File: src/rtl/fr_xfer_if.sv
// Command handshake and file-register port bundle between the decoder/FR side
// and the transfer sequencer; the sequencer uses the slave view.
interface fr_xfer_if #(
  parameter int AW = 5,
  parameter int DW = 8
);
  logic          cmd_valid;
  logic          cmd_ready;
  logic [1:0]    cmd_op;
  logic [AW-1:0] cmd_src;
  logic [AW-1:0] cmd_dst;
  logic [AW-1:0] cmd_len;
  logic [DW-1:0] cmd_data;
  logic          busy;
  logic          done;
  logic          FR_WE;
  logic [AW-1:0] FR_Waddr;
  logic [DW-1:0] FR_Wdata;
  logic [AW-1:0] FR_RAddr_1;
  logic [DW-1:0] FR_Rdata_1;
  logic [AW-1:0] FR_RAddr_2;
  logic [DW-1:0] FR_Rdata_2;

  modport slave (
    input  cmd_valid, cmd_op, cmd_src, cmd_dst, cmd_len, cmd_data,
    input  FR_Rdata_1, FR_Rdata_2,
    output cmd_ready, busy, done,
    output FR_WE, FR_Waddr, FR_Wdata, FR_RAddr_1, FR_RAddr_2
  );

  modport master (
    output cmd_valid, cmd_op, cmd_src, cmd_dst, cmd_len, cmd_data,
    output FR_Rdata_1, FR_Rdata_2,
    input  cmd_ready, busy, done,
    input  FR_WE, FR_Waddr, FR_Wdata, FR_RAddr_1, FR_RAddr_2
  );
endinterface

File: src/rtl/fr_xfer_ctrl.sv
// File-register transfer sequencer: turns one MOVE/SWAP/FILL/NOP command at a
// time into a per-cycle stream of FR reads and writes.
module fr_xfer_ctrl #(
  parameter int AW = 5,
  parameter int DW = 8
) (
  input  logic      clk,
  input  logic      rst,
  fr_xfer_if.slave  bus
);

  typedef enum logic [2:0] {
    S_IDLE,
    S_MOVE,
    S_SWAP_A,
    S_SWAP_B,
    S_FILL,
    S_NOP
  } state_t;

  state_t        state_reg, state_next;
  logic [AW-1:0] src_reg, src_next;
  logic [AW-1:0] rd2_reg, rd2_next;
  logic [AW-1:0] dst_reg, dst_next;
  logic [AW-1:0] cnt_reg, cnt_next;
  logic          desc_reg, desc_next;
  logic [DW-1:0] data_reg, data_next;
  logic [DW-1:0] tmp_reg, tmp_next;
  logic [DW-1:0] wlast_reg, wlast_next;
  logic          done_reg, done_next;

  logic          we;
  logic [DW-1:0] wdata;
  logic [AW-1:0] gap;
  logic          overlap;
  logic [AW-1:0] step;

  // A destination that starts inside the source block would overwrite unread
  // source data when copying upward, so such moves run from the top down.
  assign gap     = bus.cmd_dst - bus.cmd_src;
  assign overlap = (gap != '0) && (gap <= bus.cmd_len);
  assign step    = desc_reg ? {AW{1'b1}} : AW'(1);

  always_ff @(posedge clk) begin
    if (rst) begin
      state_reg <= S_IDLE;
      src_reg   <= '0;
      rd2_reg   <= '0;
      dst_reg   <= '0;
      cnt_reg   <= '0;
      desc_reg  <= 1'b0;
      data_reg  <= '0;
      tmp_reg   <= '0;
      wlast_reg <= '0;
      done_reg  <= 1'b0;
    end else begin
      state_reg <= state_next;
      src_reg   <= src_next;
      rd2_reg   <= rd2_next;
      dst_reg   <= dst_next;
      cnt_reg   <= cnt_next;
      desc_reg  <= desc_next;
      data_reg  <= data_next;
      tmp_reg   <= tmp_next;
      wlast_reg <= wlast_next;
      done_reg  <= done_next;
    end
  end

  always_comb begin
    state_next = state_reg;
    src_next   = src_reg;
    rd2_next   = rd2_reg;
    dst_next   = dst_reg;
    cnt_next   = cnt_reg;
    desc_next  = desc_reg;
    data_next  = data_reg;
    tmp_next   = tmp_reg;
    wlast_next = wlast_reg;
    done_next  = 1'b0;
    we         = 1'b0;
    wdata      = wlast_reg;

    case (state_reg)
      S_IDLE: begin
        if (bus.cmd_valid) begin
          data_next = bus.cmd_data;
          cnt_next  = bus.cmd_len;
          case (bus.cmd_op)
            2'b00: begin
              desc_next  = overlap;
              src_next   = overlap ? bus.cmd_src + bus.cmd_len : bus.cmd_src;
              dst_next   = overlap ? bus.cmd_dst + bus.cmd_len : bus.cmd_dst;
              state_next = S_MOVE;
            end
            2'b01: begin
              src_next   = bus.cmd_src;
              rd2_next   = bus.cmd_dst;
              dst_next   = bus.cmd_src;
              state_next = S_SWAP_A;
            end
            2'b10: begin
              desc_next  = 1'b0;
              dst_next   = bus.cmd_dst;
              state_next = S_FILL;
            end
            default: state_next = S_NOP;
          endcase
        end
      end
      S_MOVE: begin
        we    = 1'b1;
        wdata = bus.FR_Rdata_1;
        if (cnt_reg == '0) begin
          state_next = S_IDLE;
          done_next  = 1'b1;
        end else begin
          cnt_next = cnt_reg - AW'(1);
          src_next = src_reg + step;
          dst_next = dst_reg + step;
        end
      end
      S_SWAP_A: begin
        // B's old value is written to A now; A's old value waits in tmp.
        we         = 1'b1;
        wdata      = bus.FR_Rdata_2;
        tmp_next   = bus.FR_Rdata_1;
        dst_next   = rd2_reg;
        state_next = S_SWAP_B;
      end
      S_SWAP_B: begin
        we         = 1'b1;
        wdata      = tmp_reg;
        state_next = S_IDLE;
        done_next  = 1'b1;
      end
      S_FILL: begin
        we    = 1'b1;
        wdata = data_reg;
        if (cnt_reg == '0) begin
          state_next = S_IDLE;
          done_next  = 1'b1;
        end else begin
          cnt_next = cnt_reg - AW'(1);
          dst_next = dst_reg + AW'(1);
        end
      end
      S_NOP: begin
        state_next = S_IDLE;
        done_next  = 1'b1;
      end
      default: state_next = S_IDLE;
    endcase

    if (we) begin
      wlast_next = wdata;
    end
  end

  assign bus.cmd_ready  = (state_reg == S_IDLE);
  assign bus.busy       = (state_reg != S_IDLE);
  assign bus.done       = done_reg;
  assign bus.FR_WE      = we;
  assign bus.FR_Waddr   = dst_reg;
  assign bus.FR_Wdata   = wdata;
  assign bus.FR_RAddr_1 = src_reg;
  assign bus.FR_RAddr_2 = rd2_reg;

endmodule

File: src/flat_wrapper.sv
// flat-port wrapper written by rule: the top's interface ports become plain ports
module fr_xfer_ctrl_flat 
#(
  parameter int AW = 5,
  parameter int DW = 8
)
  (clk, rst, bus_cmd_valid, bus_cmd_op, bus_cmd_src, bus_cmd_dst, bus_cmd_len, bus_cmd_data, bus_FR_Rdata_1, bus_FR_Rdata_2, bus_cmd_ready, bus_busy, bus_done, bus_FR_WE, bus_FR_Waddr, bus_FR_Wdata, bus_FR_RAddr_1, bus_FR_RAddr_2);
  fr_xfer_if #(.AW(AW), .DW(DW)) bus_i ();
  input  logic clk;
  input  logic rst;
  input wire logic [$bits(bus_i.cmd_valid)-1:0] bus_cmd_valid;
  input wire logic [$bits(bus_i.cmd_op)-1:0] bus_cmd_op;
  input wire logic [$bits(bus_i.cmd_src)-1:0] bus_cmd_src;
  input wire logic [$bits(bus_i.cmd_dst)-1:0] bus_cmd_dst;
  input wire logic [$bits(bus_i.cmd_len)-1:0] bus_cmd_len;
  input wire logic [$bits(bus_i.cmd_data)-1:0] bus_cmd_data;
  input wire logic [$bits(bus_i.FR_Rdata_1)-1:0] bus_FR_Rdata_1;
  input wire logic [$bits(bus_i.FR_Rdata_2)-1:0] bus_FR_Rdata_2;
  output wire logic [$bits(bus_i.cmd_ready)-1:0] bus_cmd_ready;
  output wire logic [$bits(bus_i.busy)-1:0] bus_busy;
  output wire logic [$bits(bus_i.done)-1:0] bus_done;
  output wire logic [$bits(bus_i.FR_WE)-1:0] bus_FR_WE;
  output wire logic [$bits(bus_i.FR_Waddr)-1:0] bus_FR_Waddr;
  output wire logic [$bits(bus_i.FR_Wdata)-1:0] bus_FR_Wdata;
  output wire logic [$bits(bus_i.FR_RAddr_1)-1:0] bus_FR_RAddr_1;
  output wire logic [$bits(bus_i.FR_RAddr_2)-1:0] bus_FR_RAddr_2;
  assign bus_i.cmd_valid = bus_cmd_valid;
  assign bus_i.cmd_op = bus_cmd_op;
  assign bus_i.cmd_src = bus_cmd_src;
  assign bus_i.cmd_dst = bus_cmd_dst;
  assign bus_i.cmd_len = bus_cmd_len;
  assign bus_i.cmd_data = bus_cmd_data;
  assign bus_i.FR_Rdata_1 = bus_FR_Rdata_1;
  assign bus_i.FR_Rdata_2 = bus_FR_Rdata_2;
  assign bus_cmd_ready = bus_i.cmd_ready;
  assign bus_busy = bus_i.busy;
  assign bus_done = bus_i.done;
  assign bus_FR_WE = bus_i.FR_WE;
  assign bus_FR_Waddr = bus_i.FR_Waddr;
  assign bus_FR_Wdata = bus_i.FR_Wdata;
  assign bus_FR_RAddr_1 = bus_i.FR_RAddr_1;
  assign bus_FR_RAddr_2 = bus_i.FR_RAddr_2;
  fr_xfer_ctrl #(.AW(AW), .DW(DW)) u_core (.clk(clk), .rst(rst), .bus(bus_i));
endmodule
File: config.mk
export PLATFORM = sky130hd
export DESIGN_NAME = fr_xfer_ctrl_flat
export DESIGN_NICKNAME = d
export VERILOG_FILES = /design/src/rtl/fr_xfer_if.sv /design/src/rtl/fr_xfer_ctrl.sv /design/src/flat_wrapper.sv
export SDC_FILE = /design/constraint.sdc
export NUM_CORES = 1
export LEC_CHECK = 0
export BUFFER_PORTS_ARGS = -buffer_cell sky130_fd_sc_hd__buf_2
export CORE_ASPECT_RATIO = 1.25
export CORE_MARGIN = 2
export CORE_UTILIZATION = 56
export DETAILED_ROUTE_END_ITERATION = 7
export PLACE_DENSITY = 0.84
export SYNTH_ARGS = -nofsm -noshare
export SYNTH_HDL_FRONTEND = slang
export SYNTH_SLANG_ARGS = --single-unit
File: constraint.sdc
create_clock -name clk -period 3.7 [get_ports clk]
set_input_delay 0.185 -clock clk [delete_from_list [all_inputs] [get_ports clk]]
set_output_delay 0.185 -clock clk [all_outputs]
set_load 0.01 [all_outputs]
==> metrics, run 1 <==
Post-synth EDFFs=0; maximum clock path buffer count=2; Hold Vio Cnt, Final=0; LEAKAGE=0.001847 uW; Min Hold Slack=0.1135 ns; first-pass GRT wire length=15,680 um; Setup Buffers After CTS=0; TritonCTS clock tree=yes; syn_nets=520; Ant. Diodes=0; Die X=76.46 um; worst hold stages=3; most frequent cells in the layout=70 x buf_2, 49 x nand2_1, 49 x dfxtp_1; cell count of the worst reg-to-reg path=10; setup TNS=0 ns; final setup vio count=0; DRT antenna net count=0; PD cells=454.4 nW/um^2; largest net degree at the start of global routing=52; area of the multi-input gates=2469 sq um; htree depth=2; Total GRT Usage=26.66%; Fillers=568; hold worst-path end=u_core.data_reg[1]; synthesized area per cell=8.314 sq um; P&R area growth vs syn=14.23%; register bit total from synthesis=49; grt ovf=0; # rows=33; Post-route DRC=0; gpl congestion=0.9275; worst-path maximum fanout=6; initial antenna violation count=0; r2r startpoint=u_core.state_reg[0]; CORE AREA=6441 sq um; clk root buf=clkbuf_8; Die ar.=7230 sq um; IO Pins=71; clock skew=0.006464 ns; Critical Path RT=3.93 ns; RSZ-0062 raised after global routing=false; total wire length=9473 um; critical path capture point type=flop; port bufs=70; Synth warnings=0; CTS-repair resized insts=0; Max Cap Viol=0; final net count=577; minimum clock period=3.172 ns; share of power burned in registers=34.1%; clock-pin slew on the worst setup and hold paths=0.09 ns; via count=3,518; ys async rst share=0%; Clock Latency Late Sink=0.30 ns; dpl hpwl=7063 um; Least-Margin Pin Slew=0.9449 ns; Chip Height=94.57 um; period utilization=85.72%; total internal power=1213 uW; vias per cell=5.993; NetSw=694.0 uW; max_slew headroom=37.01%; Slew Viols, Final=0; post-synthesis sequential area ratio=26.69%; Worst VDD drop=0.0002053 V; Startpoint Class=primary input; Clk pwr share=24.1%; vias in the first global route=3,411; Hold Path Class=in -> reg; fmax=315.3 MHz; Critical R2R Capture=u_core.bus.FR_Waddr[4]; register area=980.9 sq um; commonest non-fill, non-tap cell in the layout=buf_2; Critical Path AT=3.41 ns; Inserted Clock Buffers=5; synthesized area=3675 sq um; Distinct cells, synth=65; status=completed; fraction of final layout cells sized beyond drive strength 1=21.80%; DRT iter0 DRCs=176; Mapped Cells=442; Comb power frac=41.8%; hold_sp=bus_cmd_data[1]; drt pass-1 iters=7; reg-to-reg slack, setup=1.25 ns; cts-stage hold buffer count=0; Sw Share=36.39%; Starting Density=57.05%; TritonCTS Sinks=49; DR WL/cell=16.14 um; critical path class=in -> reg; Top FF cell, synth=dfxtp_1
-- routing by layer --
metal	routed length, um	global-route usage, %	up-vias
met5	0	0	-
met4	258	9.848	0
met3	574	3.824	29
met2	4700	49.12	140
met1	3940	31.61	1653
li1	-	-	1696
-- worst max path at each step --
stage | start | slack, ns | end | depth (start not counted)
final | bus_cmd_dst[0] | 0.53 | u_core.bus.FR_RAddr_1[4] | 15
after global routing | bus_cmd_dst[0] | 0.35 | u_core.bus.FR_RAddr_1[4] | 15
after CTS | bus_cmd_dst[0] | 0.58 | u_core.bus.FR_RAddr_1[1] | 15
after detailed placement | bus_cmd_dst[0] | 0.25 | u_core.bus.FR_RAddr_1[1] | 15
after global placement | bus_cmd_dst[0] | 0.40 | u_core.bus.FR_RAddr_1[1] | 15
after floorplan | bus_cmd_dst[0] | 0.72 | u_core.bus.FR_RAddr_1[1] | 13
-- logic make-up (layout without fill, tap and decap cells) --
group | after synthesis | in the layout | synth area share, %
AOI/OAI and AO/OA | 125 | 125 | 22.23
xor gates and xnor gates | 19 | 19 | 4.528
adders and majority gates | 34 | 34 | 12.60
buffers and inverters | 53 | 111 | 6.128
DFF | 49 | 49 | 26.69
muxes | 22 | 22 | 8.614
and+or+nand+nor | 140 | 140 | 19.20
-- cell type report --
cell class / instances / area share [%]
Multi-Input combinational cell: 340 / 58.81
Tap cell: 87 / 2.593
Clock inverter: 3 / 1.639
Clock buffer: 5 / 1.639
Sequential cell: 49 / 23.37
Inverter: 27 / 2.534
Timing Repair Buffer: 76 / 9.419
-- power by group through the flow --
stage | clock, uW | combinational, uW | sequential [uW]
finish | 460 | 797 | 650
global route | 489 | 881 | 659
CTS | 467 | 793 | 648
detailed placement | 0 | 787 | 660
global placement | 0 | 760 | 657
floorplan | 0 | 568 | 660
-- cell usage after synthesis, drive strengths merged, types with 11 or more instances --
cell    number  area (sq um)
nand3       11         55.05
ha          29         362.9
mux2i       11         110.1
nor2b       13         81.33
clkbuf      17         63.81
a21oi       48         240.2
nand2       50         195.2
nor2        29         116.4
inv         26         97.59
o21ai       29         145.1
xor2        12         105.1
dfxtp       49         980.9
-- critical path, cell delays in order --
cell and delay [ns]:
buf_2 0.12, inv_1 0.07, ha_1 0.18, inv_1 0.06
fa_1 0.41, a21o_1 0.18, a21oi_1 0.18, xnor2_1 0.26
ha_1 0.33, nand4_1 0.14, nor2_1 0.07, o32ai_2 0.35
o211ai_2 0.28, or3_1 0.40, a31oi_1 0.17
-- per-stage QoR --
step | worst slack [ns] | instance area (sq um) | std cells | util, % | power, uW
6_report | 0.5283 | 4198 | 587 | 65.17 | 1907
3_5_place_dp | 0.2547 | 4060 | 579 | 63.03 | 1447
2_1_floorplan | 0.7175 | 3675 | 442 | - | 1228
5_1_grt | 0.3456 | 4198 | 587 | 65.17 | 2030
4_1_cts | 0.5803 | 4198 | 587 | 65.17 | 1908
3_3_place_gp | 0.4039 | 4060 | 579 | 63.03 | 1417
(Power assumes the default switching activity.)
==> inputs of run 2 (changes only) <==
Settings changed: GPL_TIMING_DRIVEN from default to 0.
==> metrics, run 2 (synthesis results as in run 1) <==
Chip Height=94.57 um (unchanged); gpl congestion=0.9100 (-1.9%); clock-pin slew on the worst setup and hold paths=0.08 ns (about the same); most frequent cells in the layout=75 x buf_2, 49 x nand2_1, 49 x dfxtp_1; max_slew headroom=39.87% (+2.9 points); Starting Density=57.05% (unchanged); fmax=311.1 MHz (-1.3%); setup TNS=0 ns (unchanged); via count=3,572 (+1.5%); Worst path slowest cell=o32ai_2; period utilization=86.89% (+1.2 points); dpl hpwl=7645 um (+8.2%); IO Pins=71 (unchanged); largest net degree at the start of global routing=15 (-71%); port bufs=70 (unchanged); drt pass-1 iters=4 (-3); critical path class=in -> reg; total wire length=9888 um (+4.4%); fraction of final layout cells sized beyond drive strength 1=21.15% (-0.65 points); grt ovf=0 (unchanged); Setup Buffers After CTS=0 (unchanged); TritonCTS clock tree=yes; clock skew=0.003001 ns (-0.003464 ns); worst-path maximum fanout=6 (unchanged); CORE AREA=6441 sq um (unchanged); final setup vio count=0 (unchanged); TritonCTS Sinks=49 (unchanged); Slew Viols, Final=0 (unchanged); Crit. path cell count=14 (-1); Fillers=566 (-0.35%); minimum clock period=3.215 ns (+0.04306 ns); Largest delay share family, worst path=compound AO/OA/AOI/OAI gates; first-pass GRT wire length=16,270 um (+3.7%); Critical Path RT=3.93 ns (about the same); Inserted Clock Buffers=5 (unchanged); clk root buf=clkbuf_8; final net count=597 (+3.5%); DR WL/cell=16.29 um (+0.94%); Buf+Inv Stages, Crit Path=3 (unchanged); Ant. Diodes=0 (unchanged); Post-route DRC=0 (unchanged); RSZ-0062 raised after global routing=false; htree depth=2 (unchanged); commonest non-fill, non-tap cell in the layout=buf_2; status=completed; Hold Vio Cnt, Final=0 (unchanged); DRT antenna net count=0 (unchanged); PD cells=437.7 nW/um^2 (-3.7%); critical path capture point type=flop; Least-Margin Pin Slew=0.8996 ns (-0.04526 ns); Worst VDD drop=0.0002022 V (-1.5%); cts-stage hold buffer count=0 (unchanged); cell count of the worst reg-to-reg path=11 (+1); DRT iter0 DRCs=236 (+34%); Die X=76.46 um (unchanged); slowest cell delay on critical path=0.44 ns (+0.03 ns); vias in the first global route=3,524 (+3.3%); Startpoint Class=primary input; Die ar.=7230 sq um (unchanged); Critical Path AT=3.45 ns (+0.04 ns); Clock Latency Late Sink=0.31 ns (about the same); maximum clock path buffer count=2 (unchanged); LEAKAGE=0.001869 uW (+1.2%); P&R area growth vs syn=15.66%; Hold Path Class=in -> reg; worst hold stages=3 (unchanged); initial antenna violation count=0 (unchanged); Max Cap Viol=0 (unchanged); # rows=33 (unchanged); vias per cell=5.885 (-1.8%); Total GRT Usage=27.96% (+1.3 points); cells along the critical path=buf_2 > inv_1 > ha_1 > inv_1 > fa_1 > a21o_1 > a21oi_1 > xnor2_1 > ha_1 > a21boi_0 > o32ai_2 > o211ai_2 > mux2_4 > a211oi_2; CTS-repair resized insts=0 (unchanged); Util after Layout=65.99% (+0.82 points)
==> run 2: cell types whose count changed in the layout (fill, tap and decap cells not counted) <==
cell	delta
clkbuf_8	+1
buf_4	-4
inv_6	-1
clkbuf_1	+18
buf_2	+5
buf_6	+1
bufinv_16	-1
buf_1	+1
==> run 2: stage by stage <==
| step | hold WS, ns | setup slack [ns] | instances | total power (uW) | cell area, sq um |
|---|---|---|---|---|---|
| after CTS | 0.1127 | 0.5298 | 607 | 1854 | 4250 |
| after global placement | 0.4289 | 0.2706 | 599 | 1432 | 4134 |
| final | 0.1119 | 0.4852 | 607 | 1860 | 4250 |
| after global routing | 0.1220 | 0.3325 | 607 | 1974 | 4250 |
| after floorplan | 0.3210 | 0.7175 | 442 | 1228 | 3675 |
| after detailed placement | 0.4373 | 0.2181 | 599 | 1460 | 4134 |
==> run 2: final cells by class <==
type                    count  area (sq um)  area share, %
plain buffers              26         118.9          2.797
clock inverters             1         30.03         0.7065
repair buffers             70         350.3          8.243
multi-input cells         340          2469          58.08
clock buffers               7         86.33          2.031
flip-flops and latches     49         980.9          23.08
inverters                  27         106.4          2.502
well taps                  87         108.9          2.561
==> run 2: power by group <==
group          switching (uW)  leakage (uW)  internal, uW
Clock                     176     0.0000585           220
Sequential               55.3      0.000401           594
Combinational             463       0.00141           351
Total                     694       0.00187          1170
==> run 2: worst reg2reg max path: stages, from the launching register on <==
cell and delay, ns:
dfxtp_1 0.31, buf_4 0.17, or3b_1 0.44, nand2_1 0.15, inv_1 0.09, ha_1 0.33, nand2b_1 0.07, a21oi_1 0.16
xor2_1 0.20, a2bb2oi_1 0.26, a311o_1 0.23, a41oi_1 0.06
==> run 2: final timing paths <==
path | from | end | slack, ns
worst min-delay path | bus_cmd_data[2] | u_core.data_reg[2] | 0.11
worst max register to register | u_core.state_reg[1] | u_core.bus.FR_Waddr[4] | 1.08
worst min register to register | u_core.tmp_reg[3] | u_core.tmp_reg[3] | 0.46
worst max-delay path | bus_cmd_dst[0] | u_core.bus.FR_RAddr_1[1] | 0.49
==> run 2: routing by layer <==
metal | routed length [um] | vias up | share of wire (%) | global-route usage [%]
met4 | 235 | 0 | 2.4 | 12.12
met2 | 5153 | 130 | 52 | 52.88
met1 | 3943 | 1687 | 40 | 31.16
met5 | 0 | - | 0 | 0
met3 | 556 | 28 | 5.6 | 4.302
li1 | - | 1727 | - | -
==> inputs of run 3 (changes only) <==
Settings changed: RECOVER_POWER from default to 50.
==> metrics, run 3 (synthesis results as in run 1) <==
Inserted Clock Buffers=5 (unchanged); final net count=597 (unchanged); Least-Margin Pin Slew=1.644 ns (+0.7449 ns); Worst VDD drop=0.0001970 V (-2.6%); DRT antenna net count=0 (unchanged); hold_sp=bus_cmd_data[2]; cells along the critical path=buf_2 > inv_1 > ha_1 > inv_1 > fa_1 > a21o_1 > a21oi_1 > xnor2_1 > ha_1 > a21boi_0 > o32ai_2 > o211ai_2 > mux2_4 > a211oi_2; IO Pins=71 (unchanged); critical path capture point type=flop; TritonCTS clock tree=yes; clock-pin slew on the worst setup and hold paths=0.08 ns (about the same); Setup Buffers After CTS=0 (unchanged); P&R area growth vs syn=14.54%; final setup vio count=0 (unchanged); DRT iter0 DRCs=235 (-0.42%); PD cells=438.8 nW/um^2 (+0.25%); Util after Layout=65.35% (-0.64 points); Chip Height=94.57 um (unchanged); slowest cell delay on critical path=0.45 ns (about the same); CTS-repair resized insts=0 (unchanged); max_slew headroom=-11.18% (-51 points); dpl hpwl=7645 um (unchanged); CORE AREA=6441 sq um (unchanged); # rows=33 (unchanged); Critical Path AT=3.45 ns (about the same); TritonCTS Sinks=49 (unchanged); Die ar.=7230 sq um (unchanged); worst-path maximum fanout=6 (unchanged); Ant. Diodes=0 (unchanged); vias per cell=5.845 (-0.67%); commonest non-fill, non-tap cell in the layout=buf_2; DR WL/cell=16.32 um (+0.19%); Critical R2R Capture=u_core.bus.FR_Waddr[4]; initial antenna violation count=0 (unchanged); Worst path slowest cell=o32ai_2; Critical Path RT=3.93 ns (about the same); reg-to-reg slack, setup=0.85 ns (-0.23 ns); total wire length=9907 um (+0.19%); Hold Path Class=in -> reg; RSZ-0062 raised after global routing=false; setup TNS=0 ns (unchanged); clock skew=0.003551 ns (+0.0005508 ns); clk root buf=clkbuf_8; r2r startpoint=u_core.cnt_reg[0]; period utilization=87.06% (+0.18 points); LEAKAGE=0.001786 uW (-4.4%); Hold Vio Cnt, Final=0 (unchanged); via count=3,548 (-0.67%); critical path class=in -> reg; minimum clock period=3.221 ns (+0.006621 ns); drt pass-1 iters=4 (unchanged); fmax=310.4 MHz (-0.21%); vias in the first global route=3,524 (unchanged); port bufs=70 (unchanged); status=finished with violations; maximum clock path buffer count=2 (unchanged); htree depth=2 (unchanged); cell count of the worst reg-to-reg path=8 (-3); Post-route DRC=0 (unchanged); fraction of final layout cells sized beyond drive strength 1=17.12% (-4.0 points); cts-stage hold buffer count=0 (unchanged); Total GRT Usage=27.96% (unchanged); gpl congestion=0.9100 (unchanged); Startpoint Class=primary input; grt ovf=0 (unchanged); Slew Viols, Final=8 (+8); Die X=76.46 um (unchanged); Clock Latency Late Sink=0.31 ns (about the same); Starting Density=57.05% (unchanged); largest net degree at the start of global routing=15 (unchanged); most frequent cells in the layout=57 x buf_2, 49 x nand2_1, 49 x dfxtp_1; failing checks=capacitance limit, slew limit; Max Cap Viol=1 (+1); first-pass GRT wire length=16,270 um (unchanged); hold worst-path end=u_core.data_reg[2]; critical path startpoint=bus_cmd_dst[0]; worst hold stages=3 (unchanged)
## run 3: worst max-delay path, delay by kind of cell
| kind | cells | cell delay, ns |
|---|---|---|
| compound gates | 6 | 1.46 |
| fa+ha+maj | 3 | 0.91 |
| mux | 1 | 0.37 |
| xor+xnor | 1 | 0.28 |
| buf+inv | 3 | 0.26 |
## run 3: per-layer routing
layer | GRT usage [%] | wire length (um) | vias up | share of wire, %
li1 | - | - | 1730 | -
met1 | 31.16 | 3956 | 1678 | 40
met2 | 52.88 | 5168 | 115 | 52
met3 | 4.302 | 568 | 25 | 5.7
met4 | 12.12 | 214 | 0 | 2.2
met5 | 0 | 0 | - | 0
## run 3: where the power goes
group	internal, uW	total (uW)	switching (uW)	leakage [uW]
logic	338	801	462	0.00133
clock network	220	397	176	0.0000585
registers	594	649	55.3	0.000401
total	1150	1850	694	0.00179
## run 3: per-stage QoR
stage                     worst slack [ns]  instances  hold slack (ns)  instance area [sq um]  total power, uW
final                               0.4786        607           0.1133                   4209             1847
after global routing                0.3325        607           0.1220                   4209             1960
after CTS                           0.5298        607           0.1127                   4250             1854
after detailed placement            0.2181        599           0.4373                   4134             1460
after global placement              0.2706        599           0.4289                   4134             1432
after floorplan                     0.7175        442           0.3210                   3675             1228
## run 3: worst max-delay path by stage
stage,to,slack [ns]
floorplan,u_core.bus.FR_RAddr_1[1],0.72
global placement,u_core.bus.FR_RAddr_1[1],0.27
detailed placement,u_core.bus.FR_RAddr_1[4],0.22
CTS,u_core.bus.FR_RAddr_1[4],0.53
global route,u_core.bus.FR_RAddr_1[4],0.33
finish,u_core.bus.FR_RAddr_1[1],0.48
## run 3: area by class of cell
type	instances	area, sq um
Inverter	27	102.6
Clock inverter	1	30.03
Buffer	26	112.6
Timing Repair Buffer	70	330.3
Multi-Input combinational cell	340	2457
Fill cell	580	2232
Tap cell	87	108.9
Sequential cell	49	980.9
Clock buffer	7	86.33
